**config.mk**
```make
export PLATFORM = sky130hd
export DESIGN_NAME = mp64_crc_check
export DESIGN_NICKNAME = d
export VERILOG_FILES = /design/src/rtl/mp64_crc_check.sv
export SDC_FILE = /design/constraint.sdc
export NUM_CORES = 1
export LEC_CHECK = 0
export ABC_AREA = 0
export CAP_MARGIN = 30
export CORE_UTILIZATION = 60
export DETAILED_ROUTE_END_ITERATION = 12
export MAX_ROUTING_LAYER = met4
export PLACE_DENSITY = 0.81
export SLEW_MARGIN = 20
export SYNTH_ARGS = -nofsm -noshare
export SYNTH_HDL_FRONTEND = slang
export SYNTH_SLANG_ARGS = --single-unit
```
**constraint.sdc**
```tcl
create_clock -name clk -period 6.8 [get_ports clk]
set_input_delay 1.36 -clock clk [delete_from_list [all_inputs] [get_ports clk]]
set_output_delay 1.36 -clock clk [all_outputs]
set_load 0.005 [all_outputs]
```
**src/rtl/mp64_crc_check.sv**
```systemverilog
`default_nettype none
// +--------------------------------------------------------------------------+
// | mp64_crc_check : receive-side CRC32/CRC64 checker with MMIO status + IRQ  |
// | Rev 1.0                                                                   |
// +--------------------------------------------------------------------------+
module mp64_crc_check #(
  parameter logic [63:0] DEFAULT_POLY = 64'h0000_0000_04C1_1DB7,
  parameter logic [63:0] DEFAULT_INIT = 64'h0000_0000_FFFF_FFFF,
  parameter int          CNT_W        = 16
) (
  input  logic        clk,
  input  logic        rst_n,
  input  logic        req_i,
  input  logic [4:0]  addr_i,
  input  logic [63:0] wdata_i,
  input  logic        wen_i,
  output logic [63:0] rdata_o,
  output logic        ack_o,
  input  logic        s_valid_i,
  input  logic [7:0]  s_data_i,
  input  logic        s_last_i,
  output logic        s_ready_o,
  output logic        irq_o
);

  localparam logic [4:0] ADDR_POLY   = 5'h00;
  localparam logic [4:0] ADDR_INIT   = 5'h08;
  localparam logic [4:0] ADDR_STATUS = 5'h10;
  localparam logic [4:0] ADDR_CTRL   = 5'h18;

  typedef enum logic [1:0] {
    ST_IDLE  = 2'd0,
    ST_RUN   = 2'd1,
    ST_CHECK = 2'd2,
    ST_DONE  = 2'd3
  } state_e;

  state_e             state_q, state_d;
  logic [63:0]        poly_q, poly_d;
  logic [63:0]        init_q, init_d;
  logic [63:0]        crc_q, crc_d;
  logic [63:0]        tail_q, tail_d;
  logic [CNT_W-1:0]   count_q, count_d;
  logic               done_q, done_d;
  logic               match_q, match_d;
  logic               err_short_q, err_short_d;
  logic               crc64_q, crc64_d;
  logic               irq_en_q, irq_en_d;
  logic               w64_q, w64_d;
  logic [63:0]        rdata_q, rdata_d;
  logic               ack_q;
  logic               irq_q, irq_d;
  logic               s_ready_q, s_ready_d;

  logic               wr, rd, ctrl_wr, arm, beat, busy, crc_eq;
  logic [CNT_W-1:0]   t_len;
  logic [7:0]         old_byte;
  logic [63:0]        status;

  // MSB-first bitwise CRC update; in 32-bit mode only crc[31:0] is meaningful.
  function automatic logic [63:0] crc_step(input logic [63:0] c, input logic [7:0] b,
                                           input logic [63:0] p, input logic w64);
    logic [63:0] r;
    logic        fb;
    r = c;
    for (int i = 7; i >= 0; i--) begin
      fb = (w64 ? r[63] : r[31]) ^ b[i];
      r  = {r[62:0], 1'b0};
      if (fb) r = r ^ p;
    end
    if (!w64) r[63:32] = 32'd0;
    return r;
  endfunction

  assign wr       = req_i & wen_i;
  assign rd       = req_i & ~wen_i;
  assign ctrl_wr  = wr && (addr_i == ADDR_CTRL);
  assign arm      = ctrl_wr & wdata_i[2];
  assign beat     = s_valid_i & s_ready_q;
  assign busy     = (state_q == ST_RUN) || (state_q == ST_CHECK);
  assign t_len    = w64_q ? CNT_W'(8) : CNT_W'(4);
  assign old_byte = w64_q ? tail_q[63:56] : tail_q[31:24];
  assign crc_eq   = w64_q ? (crc_q == tail_q) : (crc_q[31:0] == tail_q[31:0]);

  always_comb begin
    status              = 64'd0;
    status[0]           = done_q;
    status[1]           = match_q;
    status[2]           = err_short_q;
    status[3]           = busy;
    status[16 +: CNT_W] = count_q;
  end

  always_comb begin
    state_d     = state_q;
    poly_d      = poly_q;
    init_d      = init_q;
    crc_d       = crc_q;
    tail_d      = tail_q;
    count_d     = count_q;
    done_d      = done_q;
    match_d     = match_q;
    err_short_d = err_short_q;
    crc64_d     = crc64_q;
    irq_en_d    = irq_en_q;
    w64_d       = w64_q;
    irq_d       = 1'b0;
    rdata_d     = 64'd0;

    if (wr && addr_i == ADDR_POLY) poly_d = wdata_i;
    if (wr && addr_i == ADDR_INIT) init_d = wdata_i;
    // crc64 is always stored but only takes effect when latched by an arm
    if (ctrl_wr) begin
      crc64_d  = wdata_i[0];
      irq_en_d = wdata_i[1];
    end

    if (arm) begin
      state_d     = ST_RUN;
      crc_d       = init_q;
      tail_d      = 64'd0;
      count_d     = '0;
      done_d      = 1'b0;
      match_d     = 1'b0;
      err_short_d = 1'b0;
      w64_d       = wdata_i[0];
    end else begin
      case (state_q)
        ST_RUN: begin
          if (beat) begin
            tail_d = {tail_q[55:0], s_data_i};
            if (count_q != {CNT_W{1'b1}}) count_d = count_q + 1'b1;
            // the trailer is held back in tail; bytes feed the CRC as they age out
            if (count_q >= t_len) crc_d = crc_step(crc_q, old_byte, poly_q, w64_q);
            if (s_last_i) state_d = ST_CHECK;
          end
        end
        ST_CHECK: begin
          match_d     = crc_eq && (count_q > t_len);
          err_short_d = !(count_q > t_len);
          done_d      = 1'b1;
          irq_d       = irq_en_q;
          state_d     = ST_DONE;
        end
        default: ;
      endcase
    end

    if (rd) begin
      case (addr_i)
        ADDR_POLY:   rdata_d = poly_q;
        ADDR_INIT:   rdata_d = init_q;
        ADDR_STATUS: rdata_d = status;
        ADDR_CTRL:   rdata_d = {61'd0, 1'b0, irq_en_q, crc64_q};
        default:     rdata_d = 64'd0;
      endcase
    end

    s_ready_d = (state_d == ST_RUN);
  end

  always_ff @(posedge clk or negedge rst_n) begin
    if (!rst_n) begin
      state_q     <= ST_IDLE;
      poly_q      <= DEFAULT_POLY;
      init_q      <= DEFAULT_INIT;
      crc_q       <= 64'd0;
      tail_q      <= 64'd0;
      count_q     <= '0;
      done_q      <= 1'b0;
      match_q     <= 1'b0;
      err_short_q <= 1'b0;
      crc64_q     <= 1'b0;
      irq_en_q    <= 1'b0;
      w64_q       <= 1'b0;
      rdata_q     <= 64'd0;
      ack_q       <= 1'b0;
      irq_q       <= 1'b0;
      s_ready_q   <= 1'b0;
    end else begin
      state_q     <= state_d;
      poly_q      <= poly_d;
      init_q      <= init_d;
      crc_q       <= crc_d;
      tail_q      <= tail_d;
      count_q     <= count_d;
      done_q      <= done_d;
      match_q     <= match_d;
      err_short_q <= err_short_d;
      crc64_q     <= crc64_d;
      irq_en_q    <= irq_en_d;
      w64_q       <= w64_d;
      rdata_q     <= rdata_d;
      ack_q       <= req_i;
      irq_q       <= irq_d;
      s_ready_q   <= s_ready_d;
    end
  end

  assign rdata_o   = rdata_q;
  assign ack_o     = ack_q;
  assign irq_o     = irq_q;
  assign s_ready_o = s_ready_q;

endmodule
`default_nettype wire
```
Word level (Yosys, flattened, before mapping):

Index checks and enable logic that the tools add are counted.

* bits in latches: 0
* memory bits (read-only): 0
* RAM bits: 0
* memories kept: 0
* logic and storage cells: 137
* output and inout bits: 67
* register bits after elaboration: 347

* $add $sub $neg: 1
* shift operators: 0
* $lt $le $gt $ge: 2
* reduce and logical (&&, ||, !) cells: 15
* multiplexer cells: 73
* equality and inequality tests: 9
* bitwise operators: 21
* divide/modulo/power cells: 0
* multipliers: 0

Operator list (count)
* $mux 64: 44
* $xor 64x64->64: 8
* $pmux 64 s4: 1
* $eq 64x64->1: 1
* $mux 16: 4
* $eq 32x32->1: 1
* $mux 32: 1
* $mux 1: 17
* $add 16x1->16 const B: 1
* $ge 16x4->1: 1
* $gt 16x4->1: 1
* $ne 16x16->1 const B: 1
* $eq 5x5->1 const B: 2
* $reduce_bool 2->1: 5
* $mux 8: 1
* $xor 1x1->1: 8
* $mux 2: 3
* $reduce_and 3->1: 2
* $eq 5x4->1 const B: 1
* $logic_not 5->1: 1
* $and 1x1->1: 4
* $eq 2x1->1 const B: 2
* $logic_and 1x1->1: 4
* $mux 4: 1
* other kinds (6): 6

Longest topological paths before layout:

* depth after elaboration: 57
* mapped depth: 24
* gate-level depth less buffers: 17

Worst setup path after synthesis:

No wires, ideal clock.

* path kind: register to register
* from: reg crc_q[31]
* to: reg crc_q[27]
* path buffers: 3
* setup slack: 1354 ps
* data arrival time: 5364 ps
* clock period less this slack: 5446 ps
* setup time: 82 ps
* data required time: 6718 ps
* stages on the path, launching flop included: 21
* cells stage by stage: dfrtp_1 xnor2_2 nor4_1 or4_4 xnor2_4 mux2_4 nor2_1 a2111oi_0 or4_1 or3_1 a311o_1 o311a_2 xnor2_2 a211oi_2 mux2_4 buf_6 or3_1 buf_2 buf_6 a21o_1 a31oi_1

* word-level cells in the longest chain between the ends: 56
* elaborated cells on any way between the ends: 63
* those cells by class: 48 x mux; 15 x bitwise

RTL lines
* from (decl): RTL line 41 `logic [63:0] crc_q, crc_d;`
* from (signal assigned): RTL line 184 `crc_q <= crc_d;`
* $mux 1 *: RTL line 67 `fb = (w64 ? r[63] : r[31]) ^ b[i];`
* $xor 1x1->1 *: RTL line 67
* $mux 64 *: RTL line 69 `if (fb) r = r ^ p;`
* $mux 64 *: RTL line 134 `if (count_q >= t_len) crc_d = crc_step(crc_q, old_byte, poly_q, w64_q);`
* $mux 64 *: RTL line 130 `if (beat) begin`
* $mux 64 *: RTL line 128 `case (state_q)`
* $mux 64 *: RTL line 118 `if (arm) begin`
* $mux 1: RTL line 67
* [40 not listed]
* $mux 64 *: RTL line 118
* $mux 1: RTL line 67
* $xor 1x1->1: RTL line 67
* $mux 64 *: RTL line 69
* $mux 64 *: RTL line 134
* $mux 64 *: RTL line 130
* $mux 64 *: RTL line 128
* $mux 64 *: RTL line 118

Every way passes the cells marked *; elsewhere a longest branch is shown, timed or not. The select of a mux whose other input is x is not followed.
A chain may end at the register's enable or synchronous reset.

Final worst setup path:

* from: reg w64_q
* to: reg crc_q[10]

* word-level cells in the longest chain between the ends: 56
* elaborated cells on any way between the ends: 68
* those cells by class: 1 x order compare; 50 x mux; 15 x bitwise; 2 x reduce/logical

RTL lines
* from (decl): RTL line 49 `logic w64_q, w64_d;`
* from (signal assigned): RTL line 192 `w64_q <= w64_d;`
* $mux 1 / $mux 8 (equally long branches): RTL line 67, 82
* $xor 1x1->1: RTL line 67
* $mux 64: RTL line 69
* $mux 64: RTL line 134
* $mux 64: RTL line 130
* $mux 64: RTL line 128
* $mux 64: RTL line 118
* $mux 1: RTL line 67
* [40 not listed]
* $mux 64: RTL line 118
* $mux 1: RTL line 67
* $xor 1x1->1: RTL line 67
* $mux 64: RTL line 69
* $mux 64: RTL line 134
* $mux 64: RTL line 130
* $mux 64: RTL line 128
* $mux 64: RTL line 118

Several ways; a longest one is shown, not always the timed one. The select of a mux whose other input is x is not followed.

==> results.sh <==
export IMPL_start_kind="flip-flop"
export IMPL_ioPinCount=150
export IMPL_drtAntennaViolNets=0
export IMPL_synth_compound_area_frac=0.1091
export IMPL_overflow=0
export IMPL_drt_total_wl_um=63700
export IMPL_drt_iter0_markers=1678
export IMPL_synth_simple_area_share=0.1705
export IMPL_antenna_found_initial=0
export IMPL_cts_max_level=2
export IMPL_antenna_cells=0
export IMPL_rsz0062_at_grt="no"
export IMPL_drive_above_1_share=0.1221
export IMPL_dieHeight_um=197.9
export IMPL_relSlewSlack=0.3068
export IMPL_fin_crit_sh=0.9417
export IMPL_fin_tns_setup_ns=0
export IMPL_maxCapViolCount=0
export IMPL_cts_buffer_depth=3
export IMPL_start_util=0.6111
export IMPL_ys_ff_latch=347
export IMPL_gp_congestion=0.9370
export IMPL_syn2layout_area_growth_pct=12.85
export IMPL_min_path_type="flip-flop to flip-flop"
export IMPL_grt_pass1_vias=19136
export IMPL_p_per_area_nw_per_um2=381.1
export IMPL_clkTransAtPathRegs_ns=0.06
export IMPL_die_area_um2=39150
export IMPL_synthAdderAreaFrac=0.003261
export IMPL_synth_top_family_by_area="XOR/XNOR gates"
export IMPL_worstSetupEndpointType="flip-flop"
export IMPL_criticalPathCategory="flip-flop to flip-flop"
export IMPL_synthesis_area_um2=23020
export IMPL_cts_buffers=38
export IMPL_final_cell_mix="nand2_1 (579), xnor2_1 (438), dfrtp_1 (301)"
export IMPL_ys_types=70
export IMPL_cts_tree="done"
export IMPL_worst_pin_slew_ns=1.040
export IMPL_yosysSeqAreaShare=0.3797
export IMPL_syn_area_per_cell_um2=8.706
export IMPL_yosysWarningCount=0
export IMPL_critical_path_arrival_ns=6.88
export IMPL_grt_usage=0.3412
export IMPL_synth_xor_area_frac=0.2133
export IMPL_dr_total_vias=19281
export IMPL_synth_edf_count=0
export IMPL_ctsHoldBuffers=0
export IMPL_grt_start_max_net_pins=162
export IMPL_worst_clock_skew_ns=0.02635
export IMPL_worst_ep_required_time_ns=7.28
export IMPL_finalPower_w=0.009902
export IMPL_syn_inst=2644
export IMPL_status="finished, final reports clean"
export IMPL_viasPerCell=6.046
export IMPL_wl_per_cell_um=19.97
export IMPL_synth_area_mux_share=0.08202
export IMPL_synth_nets=2733
export IMPL_grt_pass1_wl_um=102300
export IMPL_fin_crit_ns=6.403
export IMPL_leakage_nw=10.51
export IMPL_die_x_um=197.9
export IMPL_drc=0
export IMPL_setup_viol=0
export IMPL_timing_fmax_mhz=156.2
export IMPL_final_hold_viol_count=0
export IMPL_ir_worst_vdd_v=0.0003239
export IMPL_cts_resized=0
export IMPL_insertion_delay_ns=0.57
export IMPL_layout_nets=2740
export IMPL_cts_sinks=347
export IMPL_async_flop_share=1.000
export IMPL_io_buffers=149
export IMPL_cts_root_buf="clkbuf_16"
export IMPL_core_area_um2=37670
export IMPL_final_common_cell="nand2_1"
export IMPL_row_count=71
export IMPL_post_cts_setup_buffer_count=0
export IMPL_place_detailed_hpwl_um=42140
export IMPL_synthFlopType="dfrtp_1"
export IMPL_drt_pass1_iter_count=5
export IMPL_maxSlewViolCount=0
export IMPL_crit_fanout=51
==> final cells by class <==
| class | instances | area (µm²) |
|---|---|---|
| Clock buffer | 55 | 1116 |
| Multi-Input combinational cell | 2053 | 13390 |
| Inverter | 16 | 60.06 |
| Fill cell | 2929 | 11690 |
| Timing Repair Buffer | 195 | 1892 |
| Tap cell | 511 | 639.4 |
| Clock inverter | 12 | 141.4 |
| Sequential cell | 347 | 8741 |
==> worst max-delay path: stages (launching register included) <==
cell and delay, ns:
dfrtp_1 0.48, buf_4 0.29, nand2b_1 0.20, a211oi_1 0.09
or4_4 0.60, xnor2_4 0.18, mux2_4 0.29, nor2_1 0.25
a2111oi_0 0.13, or4_1 0.56, or3_1 0.44, a311o_1 0.33
o311a_2 0.16, xnor2_2 0.19, a211oi_2 0.48, mux2_4 0.53
or3_1 0.38, buf_4 0.29, a21o_1 0.25, a31oi_1 0.17
==> per-stage QoR <==
stage	hold slack, ns	utilization	setup slack [ns]	instance area [µm²]	cells
finish	0.5019	0.6897	0.3966	25980	3189
floorplan	0.4564	-	1.354	23020	2644
CTS	0.5011	0.6895	0.3278	25970	3188
global route	0.5444	0.6897	0.1556	25980	3189
detailed placement	0.4832	0.6561	0.3378	24710	3121
global placement	0.4712	0.6561	0.5224	24710	3121
==> sequential cells by signal, summed over array words and instances (netlist names), 2 cells and up <==
name / flops
count_q: 16
tail_q: 64
crc_q: 64
rdata_o: 64
state_q: 2
init_q: 64
poly_q: 64
==> cells in the mapped netlist, drive strengths merged, types with 6 or more instances <==
cell      n  area share
nand4    21      0.0057
a21oi   137       0.030
dfrtp   301        0.33
o211ai    7      0.0023
ha        6      0.0033
nor2    149       0.024
a211oi    7      0.0027
or3      37       0.010
inv      16      0.0026
nor4     22      0.0060
nand2b    9      0.0024
nor3     12      0.0026
mux2    136       0.067
o22ai    33      0.0090
a22oi    47       0.015
o21ai    54       0.012
a21o     25      0.0082
and2      8      0.0022
nand3    52       0.011
clkbuf  190       0.031
and3     17      0.0047
mux2i    30       0.013
o31ai    36       0.012
a31oi    33      0.0090
xnor2   444        0.17
nand2   580       0.095
buf      38      0.0085
dfstp    46       0.053
xor2    105       0.040
==> layer usage <==
layer | up-vias | global-route usage | wire (µm)
li1 | 8792 | - | -
met1 | 9495 | 0.4179 | 25320
met2 | 796 | 0.5536 | 31200
met3 | 198 | 0.03986 | 4026
met4 | 0 | 0.1843 | 3153
met5 | - | - | 0
==> final timing paths <==
kind,cells after the start,to,from,slack (ns)
min in group asynchronous,1,poly_q[63]$_DFFE_PN0P_,rst_n,0.86
max,19,crc_q[10]$_DFFE_PN0P_,w64_q$_DFFE_PN0P_,0.40
min reg2reg,2,done_q$_DFFE_PN0P_,done_q$_DFFE_PN0P_,0.50
min,2,done_q$_DFFE_PN0P_,done_q$_DFFE_PN0P_,0.50
max in group asynchronous,2,init_q[33]$_DFFE_PN0P_,rst_n,4.40
max reg2reg,19,crc_q[10]$_DFFE_PN0P_,w64_q$_DFFE_PN0P_,0.40
==> kinds of logic (layout without fill, tap and decap cells) <==
group	count (synthesis)	after routing
buf+inv	244	278
simple gates	927	927
xor+xnor	551	551
mux	168	168
fa+ha+maj	6	6
compound gates	401	401
flops	347	347
==> power by group <==
part	leakage [nW]	internal, W	switching [W]	total, W
Combinational	5.34	0.00222	0.00272	0.00493
Sequential	4.54	0.00239	0.000478	0.00287
Clock	0.622	0.00125	0.000850	0.00210
Total	10.5	0.00586	0.00405	0.00990
(Power assumes the default switching activity.)
